### config.mk
export PLATFORM = sky130hd
export DESIGN_NAME = mipi_csi2_pkt_parser
export DESIGN_NICKNAME = d
export VERILOG_FILES = /design/src/rtl/mipi_csi2_pkg.sv /design/src/rtl/mipi_csi2_crc16.sv /design/src/rtl/mipi_csi2_pkt_parser.sv
export SDC_FILE = /design/constraint.sdc
export NUM_CORES = 1
export LEC_CHECK = 0
export CAP_MARGIN = 30
export CORE_AREA = 2 2 113 115
export DETAILED_ROUTE_END_ITERATION = 8
export DIE_AREA = 0 0 115 117
export PLACE_DENSITY_LB_ADDON = 0.08
export REMOVE_ABC_BUFFERS = 1
export SLEW_MARGIN = 20
export SYNTH_ARGS = -nofsm -noshare
export SYNTH_HDL_FRONTEND = slang
export SYNTH_SLANG_ARGS = --single-unit
### constraint.sdc
create_clock -name clk -period 2.65 [get_ports clk]
set_input_delay 0.265 -clock clk [delete_from_list [all_inputs] [get_ports clk]]
set_output_delay 0.265 -clock clk [all_outputs]
set_load 0.05 [all_outputs]
### src/rtl/mipi_csi2_pkg.sv
// Shared definitions for the CSI-2 low-level packet parser.
//   - data type constants used for short/long packet decoding
//   - leading sync byte value
//   - parser FSM state enum
//   - csi2_ecc:   6-bit Hamming ECC over the 24-bit packet header {WC_hi, WC_lo, DI}
//   - crc16_byte: one byte step of CRC-16 x^16+x^12+x^5+1, LSB-first (reflected poly 0x8408)
package mipi_csi2_pkg;

    localparam logic [5:0] DT_FS       = 6'h00;
    localparam logic [5:0] DT_FE       = 6'h01;
    localparam logic [5:0] DT_LS       = 6'h02;
    localparam logic [5:0] DT_LE       = 6'h03;
    localparam logic [5:0] DT_LONG_MIN = 6'h10;

    localparam logic [7:0] SYNC_BYTE   = 8'hB8;

    typedef enum logic [2:0] {
        StIdle,
        StHdr,
        StPayload,
        StCrc,
        StTrail
    } parser_state_e;

    // Header bit d[0] is DI bit 0 (first byte on the wire), d[23] is WC_hi bit 7.
    function automatic logic [5:0] csi2_ecc(input logic [23:0] d);
        logic [5:0] p;
        p[0] = d[0]  ^ d[1]  ^ d[2]  ^ d[4]  ^ d[5]  ^ d[7]  ^ d[10] ^ d[11] ^ d[13] ^ d[16] ^
               d[20] ^ d[21] ^ d[22] ^ d[23];
        p[1] = d[0]  ^ d[1]  ^ d[3]  ^ d[4]  ^ d[6]  ^ d[8]  ^ d[10] ^ d[12] ^ d[14] ^ d[17] ^
               d[20] ^ d[21] ^ d[22] ^ d[23];
        p[2] = d[0]  ^ d[2]  ^ d[3]  ^ d[5]  ^ d[6]  ^ d[9]  ^ d[11] ^ d[12] ^ d[15] ^ d[18] ^
               d[20] ^ d[21] ^ d[22];
        p[3] = d[1]  ^ d[2]  ^ d[3]  ^ d[7]  ^ d[8]  ^ d[9]  ^ d[13] ^ d[14] ^ d[15] ^ d[19] ^
               d[20] ^ d[21] ^ d[23];
        p[4] = d[4]  ^ d[5]  ^ d[6]  ^ d[7]  ^ d[8]  ^ d[9]  ^ d[16] ^ d[17] ^ d[18] ^ d[19] ^
               d[20] ^ d[22] ^ d[23];
        p[5] = d[10] ^ d[11] ^ d[12] ^ d[13] ^ d[14] ^ d[15] ^ d[16] ^ d[17] ^ d[18] ^ d[19] ^
               d[21] ^ d[22] ^ d[23];
        return p;
    endfunction

    // Bit-serial, data bit 0 first.
    function automatic logic [15:0] crc16_byte(input logic [15:0] crc, input logic [7:0] data);
        logic [15:0] c;
        c = crc;
        for (int i = 0; i < 8; i++) begin
            if (c[0] ^ data[i]) begin
                c = (c >> 1) ^ 16'h8408;
            end else begin
                c = c >> 1;
            end
        end
        return c;
    endfunction

endpackage

### src/rtl/mipi_csi2_crc16.sv
// Running CRC-16 over the payload bytes of one long packet.
// Ports:
//   clk, reset  byte clock, synchronous active-high reset
//   clr         reload the seed 0xFFFF (start of a new packet)
//   en          fold data into the running CRC
//   data        payload byte
//   crc         current CRC value (no final xor)
module mipi_csi2_crc16
    import mipi_csi2_pkg::*;
(
    input  logic        clk,
    input  logic        reset,
    input  logic        clr,
    input  logic        en,
    input  logic [7:0]  data,
    output logic [15:0] crc
);

    logic [15:0] crc_q;

    always_ff @(posedge clk) begin
        if (reset || clr) begin
            crc_q <= 16'hFFFF;
        end else if (en) begin
            crc_q <= crc16_byte(crc_q, data);
        end
    end

    assign crc = crc_q;

endmodule

### src/rtl/mipi_csi2_pkt_parser.sv
// CSI-2 low-level protocol parser. Splits each HS burst from the PHY deserializer into header,
// payload and CRC; checks header ECC and payload CRC; drives frame/line framing and a byte-wide
// payload stream.
// Ports:
//   clk, reset                    byte clock, synchronous active-high reset
//   in_we, in_dvo, in_data        burst active, byte valid, byte (accepted when in_we & in_dvo)
//   hdr_valid, vc, dt, wc         pulse + fields of the last accepted header
//   frame_valid, line_valid       framing levels
//   pix_we, pix_data, pix_last    payload byte stream, 1-cycle latency
//   ecc_err, crc_err, trunc_err   single-cycle error pulses
module mipi_csi2_pkt_parser
    import mipi_csi2_pkg::*;
#(
    parameter bit CHECK_CRC = 1'b1,
    parameter bit DROP_ECC  = 1'b1
) (
    input  logic        clk,
    input  logic        reset,
    input  logic        in_we,
    input  logic        in_dvo,
    input  logic [7:0]  in_data,
    output logic        hdr_valid,
    output logic [1:0]  vc,
    output logic [5:0]  dt,
    output logic [15:0] wc,
    output logic        frame_valid,
    output logic        line_valid,
    output logic        pix_we,
    output logic [7:0]  pix_data,
    output logic        pix_last,
    output logic        ecc_err,
    output logic        crc_err,
    output logic        trunc_err
);

    parser_state_e state_q, state_d;
    logic          armed_q, armed_d;
    logic [1:0]    byte_idx_q, byte_idx_d;
    logic [7:0]    di_q, di_d;
    logic [7:0]    wc_lo_q, wc_lo_d;
    logic [7:0]    wc_hi_q, wc_hi_d;
    logic [15:0]   cnt_q, cnt_d;
    logic [7:0]    crc_lo_q, crc_lo_d;

    logic          hdr_valid_q, hdr_valid_d;
    logic [1:0]    vc_q, vc_d;
    logic [5:0]    dt_q, dt_d;
    logic [15:0]   wc_q, wc_d;
    logic          frame_valid_q, frame_valid_d;
    logic          line_valid_q, line_valid_d;
    logic          pix_we_q, pix_we_d;
    logic [7:0]    pix_data_q, pix_data_d;
    logic          pix_last_q, pix_last_d;
    logic          ecc_err_q, ecc_err_d;
    logic          crc_err_q, crc_err_d;
    logic          trunc_err_q, trunc_err_d;

    logic          crc_clr;
    logic          crc_en;
    logic [15:0]   crc_val;

    logic [15:0]   hdr_wc;
    logic [5:0]    hdr_dt;
    logic          hdr_bad;

    mipi_csi2_crc16 u_crc16 (
        .clk   (clk),
        .reset (reset),
        .clr   (crc_clr),
        .en    (crc_en),
        .data  (in_data),
        .crc   (crc_val)
    );

    // Header fields as seen when the ECC byte is on in_data. The ECC byte's upper two bits are
    // reserved and must be zero; DI[7:6] carries the virtual channel and is not checked.
    assign hdr_wc  = {wc_hi_q, wc_lo_q};
    assign hdr_dt  = di_q[5:0];
    assign hdr_bad = (csi2_ecc({wc_hi_q, wc_lo_q, di_q}) != in_data[5:0]) ||
                     (in_data[7:6] != 2'b00);

    always_comb begin
        state_d       = state_q;
        armed_d       = armed_q;
        byte_idx_d    = byte_idx_q;
        di_d          = di_q;
        wc_lo_d       = wc_lo_q;
        wc_hi_d       = wc_hi_q;
        cnt_d         = cnt_q;
        crc_lo_d      = crc_lo_q;
        hdr_valid_d   = 1'b0;
        vc_d          = vc_q;
        dt_d          = dt_q;
        wc_d          = wc_q;
        frame_valid_d = frame_valid_q;
        line_valid_d  = line_valid_q;
        pix_we_d      = 1'b0;
        pix_data_d    = pix_data_q;
        pix_last_d    = 1'b0;
        ecc_err_d     = 1'b0;
        crc_err_d     = 1'b0;
        trunc_err_d   = 1'b0;
        crc_clr       = 1'b0;
        crc_en        = 1'b0;

        if (!in_we) begin
            // Burst ended: arm for the next one. A byte presented with in_we low is ignored.
            state_d = StIdle;
            armed_d = 1'b1;
            if (state_q == StHdr || state_q == StPayload || state_q == StCrc) begin
                trunc_err_d  = 1'b1;
                line_valid_d = 1'b0;
            end
        end else begin
            unique case (state_q)
                StIdle: begin
                    // Not armed means the burst was already running when we came out of reset
                    // or aborted; sit it out until in_we drops.
                    if (armed_q && in_dvo) begin
                        armed_d = 1'b0;
                        state_d = StHdr;
                        if (in_data == SYNC_BYTE) begin
                            byte_idx_d = 2'd0;
                        end else begin
                            di_d       = in_data;
                            byte_idx_d = 2'd1;
                        end
                    end
                end

                StHdr: begin
                    if (in_dvo) begin
                        // Wraps 3 -> 0, which also primes the CRC byte index.
                        byte_idx_d = byte_idx_q + 2'd1;
                        case (byte_idx_q)
                            2'd0: di_d    = in_data;
                            2'd1: wc_lo_d = in_data;
                            2'd2: wc_hi_d = in_data;
                            2'd3: begin
                                ecc_err_d = hdr_bad;
                                if (hdr_bad && DROP_ECC) begin
                                    state_d = StTrail;
                                end else begin
                                    hdr_valid_d = 1'b1;
                                    vc_d        = di_q[7:6];
                                    dt_d        = hdr_dt;
                                    wc_d        = hdr_wc;
                                    if (hdr_dt < DT_LONG_MIN) begin
                                        if (hdr_dt == DT_FS) begin
                                            frame_valid_d = 1'b1;
                                        end else if (hdr_dt == DT_FE) begin
                                            frame_valid_d = 1'b0;
                                            line_valid_d  = 1'b0;
                                        end
                                        state_d = StTrail;
                                    end else begin
                                        crc_clr = 1'b1;
                                        cnt_d   = hdr_wc;
                                        if (hdr_wc == 16'd0) begin
                                            // No payload, so no line to frame.
                                            state_d = StCrc;
                                        end else begin
                                            line_valid_d = 1'b1;
                                            state_d      = StPayload;
                                        end
                                    end
                                end
                            end
                            default: ;
                        endcase
                    end
                end

                StPayload: begin
                    if (in_dvo) begin
                        pix_we_d   = 1'b1;
                        pix_data_d = in_data;
                        crc_en     = 1'b1;
                        cnt_d      = cnt_q - 16'd1;
                        if (cnt_q == 16'd1) begin
                            pix_last_d   = 1'b1;
                            line_valid_d = 1'b0;
                            state_d      = StCrc;
                        end
                    end
                end

                StCrc: begin
                    if (in_dvo) begin
                        if (byte_idx_q == 2'd0) begin
                            crc_lo_d   = in_data;
                            byte_idx_d = 2'd1;
                        end else begin
                            crc_err_d = CHECK_CRC && ({in_data, crc_lo_q} != crc_val);
                            state_d   = StTrail;
                        end
                    end
                end

                StTrail: ;

                default: state_d = StIdle;
            endcase
        end
    end

    always_ff @(posedge clk) begin
        if (reset) begin
            state_q       <= StIdle;
            armed_q       <= 1'b0;
            byte_idx_q    <= 2'd0;
            di_q          <= 8'd0;
            wc_lo_q       <= 8'd0;
            wc_hi_q       <= 8'd0;
            cnt_q         <= 16'd0;
            crc_lo_q      <= 8'd0;
            hdr_valid_q   <= 1'b0;
            vc_q          <= 2'd0;
            dt_q          <= 6'd0;
            wc_q          <= 16'd0;
            frame_valid_q <= 1'b0;
            line_valid_q  <= 1'b0;
            pix_we_q      <= 1'b0;
            pix_data_q    <= 8'd0;
            pix_last_q    <= 1'b0;
            ecc_err_q     <= 1'b0;
            crc_err_q     <= 1'b0;
            trunc_err_q   <= 1'b0;
        end else begin
            state_q       <= state_d;
            armed_q       <= armed_d;
            byte_idx_q    <= byte_idx_d;
            di_q          <= di_d;
            wc_lo_q       <= wc_lo_d;
            wc_hi_q       <= wc_hi_d;
            cnt_q         <= cnt_d;
            crc_lo_q      <= crc_lo_d;
            hdr_valid_q   <= hdr_valid_d;
            vc_q          <= vc_d;
            dt_q          <= dt_d;
            wc_q          <= wc_d;
            frame_valid_q <= frame_valid_d;
            line_valid_q  <= line_valid_d;
            pix_we_q      <= pix_we_d;
            pix_data_q    <= pix_data_d;
            pix_last_q    <= pix_last_d;
            ecc_err_q     <= ecc_err_d;
            crc_err_q     <= crc_err_d;
            trunc_err_q   <= trunc_err_d;
        end
    end

    assign hdr_valid   = hdr_valid_q;
    assign vc          = vc_q;
    assign dt          = dt_q;
    assign wc          = wc_q;
    assign frame_valid = frame_valid_q;
    assign line_valid  = line_valid_q;
    assign pix_we      = pix_we_q;
    assign pix_data    = pix_data_q;
    assign pix_last    = pix_last_q;
    assign ecc_err     = ecc_err_q;
    assign crc_err     = crc_err_q;
    assign trunc_err   = trunc_err_q;

endmodule

Word-level counts from Yosys, hierarchy flattened:

Cells that the tools add are included.
W data, S select, Z words.

* flip-flop bits (word level): 110

* magnitude comparators: 1
* $add $sub $neg: 2
* muxes and demuxes: 78
* reduce and logical (&&, ||, !) cells: 32
* equality and inequality tests: 35
* bitwise gates (word level): 97

Operator list (count)
* $mux W16: 27
* $xor A1 B1 Y1: 81
* $mux W8: 4
* $pmux W16 S2: 1
* $mux W1: 29
* $mux W3: 9
* $not A2 Y3: 8
* $eq A16 B1 Y1 const B: 1
* $logic_not A16 Y1: 1
* $ne A16 B16 Y1: 1
* $ne A2 B2 Y1 const B: 8
* $pmux W8 S2: 1
* $sub A16 B1 Y16 const B: 1
* $pmux W3 S5: 1
* $reduce_and A7 Y1: 2
* $ne A2 B1 Y1 const B: 6
* $reduce_and A4 Y1: 3
* $reduce_and A6 Y1: 2
* $reduce_and A10 Y1: 1
* $reduce_bool A2 Y1: 5
* $reduce_or A5 Y1: 2
* $ne A3 B3 Y1 const B: 3
* $eq A8 B8 Y1 const B: 1
* $mux W2: 4
* other kinds (28): 43

Depth between registers and ports, before layout:

* depth after elaboration: 48
* gate-level depth with buffers: 11

By module:

Synthesis repeated with hierarchy kept, for this count alone.

* cell total of the unflattened synthesis: 680
* area total of the unflattened synthesis: 5880.6 um^2

By module, submodules not included
* mipi_csi2_pkt_parser: cells each 599, times used 1, area an instance 4986.0 um^2, sequential area each 1881.8 um^2
* mipi_csi2_crc16: cells each 81, times used 1, area an instance 894.6 um^2, sequential area each 320.3 um^2

Worst setup path before layout:

OpenSTA, ideal clock, no wires.

* path type: register -> register
* from: register wc_lo_q[2]
* to: register wc_q[8] (netlist: wc[8])
* required time: 2.578 ns
* setup slack: -0.116 ns
* arrival: 2.694 ns
* period minus slack after synthesis: 2.766 ns
* path buffers: 1
* cell stages (with the launch flop): 11
* cell sequence: dfxtp_1 inv_1 ha_1 xor2_1 xnor3_1 xnor3_1 nor4_2 o221ai_2 nor2_4 buf_12 mux2i_1

* word-level cells in the longest chain between the ends: 16
* elaborated cells between the ends (all ways): 32
* classes of those cells: 1 x eq/ne; 29 x bitwise; 2 x reduce/logical

RTL lines
* from (decl): line mipi_csi2_pkt_parser.sv:40 `logic [7:0] wc_lo_q, wc_lo_d;`
* from (signal assigned): line mipi_csi2_pkt_parser.sv:234 `wc_lo_q <= wc_lo_d;`
* $xor A1 B1 Y1 (10 in a row): line mipi_csi2_pkg.sv:38 `p[5] = d[10] ^ d[11] ^ d[12] ^ d[13] ^ d[14] ^ d[15] ^ d[16] ^ d[17] ^ d[18] ^ d[19] ^`
* $xor A1 B1 Y1 (2 in a row): line mipi_csi2_pkg.sv:39 `d[21] ^ d[22] ^ d[23];`
* $ne A6 B6 Y1 *: line mipi_csi2_pkt_parser.sv:79 `assign hdr_bad = (csi2_ecc({wc_hi_q, wc_lo_q, di_q}) != in_data[5:0]) ||`
* $logic_or A1 B1 Y1 *: line mipi_csi2_pkt_parser.sv:79
* $not A1 Y1 (no line) *
* $reduce_and A5 Y1 (no line) *
* to (signal assigned): line mipi_csi2_pkt_parser.sv:241 `wc_q <= wc_d;`
* to (decl): line mipi_csi2_pkt_parser.sv:48 `logic [15:0] wc_q, wc_d;`

Every way passes the cells marked *; elsewhere a longest branch is shown, timed or not.
A chain may end at the register's enable or synchronous reset.

Worst setup path after layout:

* from: register wc_lo_q[2]
* to: register cnt_q[7]

* word-level cells in the longest chain between the ends: 16
* elaborated cells between the ends (all ways): 32
* classes of those cells: 2 x eq/ne; 28 x bitwise; 2 x reduce/logical

RTL lines
* $xor A1 B1 Y1 (10 in a row): line mipi_csi2_pkg.sv:38
* $xor A1 B1 Y1 (2 in a row): line mipi_csi2_pkg.sv:39
* $ne A6 B6 Y1 *: line mipi_csi2_pkt_parser.sv:79
* $logic_or A1 B1 Y1 *: line mipi_csi2_pkt_parser.sv:79
* $ne A2 B2 Y1 (no line) *
* $reduce_and A7 Y1 (no line) *
* to (signal assigned): line mipi_csi2_pkt_parser.sv:236 `cnt_q <= cnt_d;`
* to (decl): line mipi_csi2_pkt_parser.sv:42 `logic [15:0] cnt_q, cnt_d;`

Marked as above.

==> flow_metrics.py <==
metrics = {
    "setup_path": {
        "start_kind": "flip-flop",
        "r2r-end": "cnt_q[7]$_SDFFE_PP0P_",
        "critPathKind": "flip-flop to flip-flop",
        "cp-end-kind": "flip-flop",
        "crit_arrival_ns": 2.99,
        "cp_max_fo": 5,
        "r2r_slack_ns": -0.1,
        "worstPathRequired_ns": 2.90,
        "r2r_start": "wc_lo_q[2]$_SDFFE_PP0P_",
        "rr_worst_depth": 12,
    },
    "sta": {
        "final_max_slew_viol_count": 0,
        "rsz0062_at_grt": "yes",
        "finalSetupViolations": 18,
        "holdWs_ns": 0.457,
        "fin_tns_setup_ns": -0.642,
        "worst_pin_slew_ns": 0.541,
        "fin_crit_ns": 2.75,
        "fmax_mhz": 364,
        "post-route-period-util_pct": 104,
        "slew_headroom_pct": 63.9,
        "postLayoutSetupSlackWorst_ns": -0.0967,
        "finClkSkew_ns": 0.00947,
        "final_hold_viol_count": 0,
    },
    "drt": {
        "postRouteWirelength_mm": 17.3,
        "dr.first_iter.drc_count": 363,
        "wl_per_cell_um": 18.8,
        "routed_via_density": 5.75,
        "ant_nets": 0,
        "vias": 5287,
        "drcViolationCount": 0,
        "dr.pass1.iters": 5,
    },
    "global_route": {
        "grt_usage_pct": 26.0,
        "grt_antenna_before_repair": 0,
        "grt_pass1_wl_mm": 26.6,
        "grt-ovfl-total": 0,
        "grt_max_degree": 49,
        "grt_pass1_vias": 4994,
    },
    "placement": {
        "port_buffers": 51,
        "dp_hpwl_mm": 11.9,
        "dpl_worst_slack_ns": -0.239,
        "gp_congestion": 0.848,
    },
    "clocking": {
        "htreeDepth": 3,
        "clock_latency_ns": 0.37,
        "clock_path_buffers": 2,
        "cts_tree": "yes",
        "cts_hold_buf": 0,
        "cts-buffers-inserted": 9,
        "clk_pin_slew_ns": 0.07,
        "cts_root_buffer": "clkbuf_16",
        "clkSinkCount": 110,
    },
    "power_and_ir_drop": {
        "ir_drop_mv": 0.309,
        "power.leakage_nw": 2.83,
        "p_int_mw": 2.48,
        "switching_share_pct": 25.4,
        "p_clk_share_pct": 41.0,
        "powerDensity_nw_per_um2": 432,
        "combPwrFrac_pct": 9.0,
        "power_switching_uw": 845,
        "p_seq_share_pct": 50.0,
    },
    "min_path": {
        "hold_path_class": "flip-flop to flip-flop",
        "holdCritStartpoint": "dt[3]$_SDFFE_PP0P_",
        "min_to": "dt[3]$_SDFFE_PP0P_",
        "hold_path_depth": 2,
    },
    "synth": {
        "synth.area.top_cells": "dfxtp_1 37%, xnor2_1 8.3%, nand2_1 6.0%",
        "synth_edf_count": 0,
        "synth_top_area_share_pct": 36.6,
        "ys_top_cells_by_count": "110 x dfxtp_1, 97 x nand2_1, 57 x xnor2_1",
        "yosysTopAreaCell": "dfxtp_1",
        "synth_seq_cells": 110,
        "syn-cell-area_um2": 6020,
        "yosys.cell_types.count": 62,
        "syn_inst": 682,
        "async_flop_share_pct": 0,
        "synth-seq-area-share_pct": 36.6,
        "synth_top_flop_cell": "dfxtp_1",
        "syn_avg_cell_area_um2": 8.83,
        "ys_warn_count": 0,
        "yosysMostFrequentCell": "dfxtp_1",
    },
    "die": {
        "die_w_um": 115,
        "initial_utilization_pct": 48.9,
        "rows": 41,
        "die-area_um2": 13500,
        "fp.dieH_um": 117,
        "io-pin-count": 52,
        "coreArea_um2": 12300,
    },
    "final_layout": {
        "synthToLayoutAreaGrowth_pct": 27.6,
        "final_core_util_pct": 62.4,
        "drive_gt1_share_pct": 21.8,
        "fillers": 1073,
        "n_antenna_cell": 0,
        "nets": 786,
    },
    "job": {
        "cap_violations": 0,
    },
    "status": {
        "violations": "negative setup slack",
        "status": "complete, but fails checks",
    },
}
-- state kept, by name, indices dropped and copies added, names as in the netlist, 2 cells and up --
register and flops:
cnt_q 16, u_crc16.crc 16, wc 16, crc_lo_q 8
di_q 8, pix_data 8, wc_hi_q 8, wc_lo_q 8
dt 6, state_q 3, byte_idx_q 2, vc 2
-- layer usage --
metal	GRT usage, %	vias to the layer above	wire length, um
met5	0	-	0
met4	11.6	0	425
met3	3.55	29	682
met2	43.1	136	8280
met1	33.9	2550	7900
li1	-	2572	-
-- worst max-delay path, cell delays in order (launching register included) --
cell and delay (ns):
dfxtp_2 0.34, inv_2 0.05, ha_4 0.26, xor2_2 0.14, xnor3_1 0.24, xnor3_2 0.43
buf_6 0.14, nor4b_4 0.29, buf_4 0.17, o221ai_4 0.14, buf_6 0.18, nand4_1 0.16
o31ai_4 0.09
-- cells by family after synthesis --
logic type                 after synthesis  share of synthesized area [%]
AOI/OAI and AO/OA                      123                           15.4
xor gates and xnor gates                82                           14.1
adders and majority gates               10                           2.08
buffers and inverters                   77                           5.94
DFF                                    110                           36.6
muxes                                   37                           6.17
and+or+nand+nor                        243                           19.7
-- power groups by stage --
stage | registers, mW | logic, mW | clock network [mW]
2_1_floorplan | 1.70 | 0.146 | 0
3_3_place_gp | 1.70 | 0.270 | 0
3_5_place_dp | 1.70 | 0.274 | 0
4_1_cts | 1.66 | 0.277 | 1.37
5_1_grt | 1.66 | 0.318 | 1.44
6_report | 1.66 | 0.298 | 1.36
-- layout by cell type, fill, tap and decap left out, drive strengths merged, types with 3 or more instances in the layout --
cell and count:
nand2 97, nor3b 4, and3 6, nor3 16, xnor3 9, or3 4
mux2i 36, xnor2 58, o31ai 13, ha 10, a21oi 44, clkbuf 12
o221ai 4, o41ai 9, nand3 28, o21a 4, dfxtp 110, o211ai 24
inv 16, clkinv 5, nand2b 3, nor2 40, nor4b 3, or4 4
nor4 14, clkdlybuf4s50 50, nand4 15, buf 81, xor2 15, o21ai 9
-- through the flow --
stage | cell area [um^2] | power [mW] | instances
2_1_floorplan | 5730 | 1.85 | 621
3_3_place_gp | 6940 | 1.97 | 887
3_5_place_dp | 6940 | 1.98 | 887
4_1_cts | 7360 | 3.31 | 910
5_1_grt | 7690 | 3.42 | 919
6_report | 7690 | 3.32 | 919
-- layout make-up --
class	count	area, um^2	area share [%]
multi-input cells	495	3730	48.5
flip-flops and latches	110	2210	28.8
repair buffers	132	1210	15.7
clock buffers	11	253	3.29
well taps	150	188	2.44
inverters	16	60.1	0.781
clock inverters	5	42.5	0.553
-- repair_timing --
action,in CTS,in global routing
gates resized for setup,8,53
hold endpoints to repair,0,0
pin swaps,5,22
buffers inserted,5,9
gates cloned,2,2
endpoints found under the setup margin,61,56
-- worst max path at each step --
stage,start,slack (ns),endpoint
2_1_floorplan,state_q[1]$_SDFFE_PP0P_,-0.45,cnt_q[14]$_SDFFE_PP0P_
3_3_place_gp,in_data[5],-0.18,frame_valid$_SDFFE_PP0P_
3_5_place_dp,wc_lo_q[2]$_SDFFE_PP0P_,-0.24,dt[1]$_SDFFE_PP0P_
4_1_cts,wc_hi_q[5]$_SDFFE_PP0P_,-0.002,cnt_q[14]$_SDFFE_PP0P_
5_1_grt,wc_lo_q[2]$_SDFFE_PP0P_,-0.19,cnt_q[1]$_SDFFE_PP0P_
6_report,wc_lo_q[2]$_SDFFE_PP0P_,-0.1,cnt_q[7]$_SDFFE_PP0P_
Note: power is estimated with default switching activity, not from simulation.
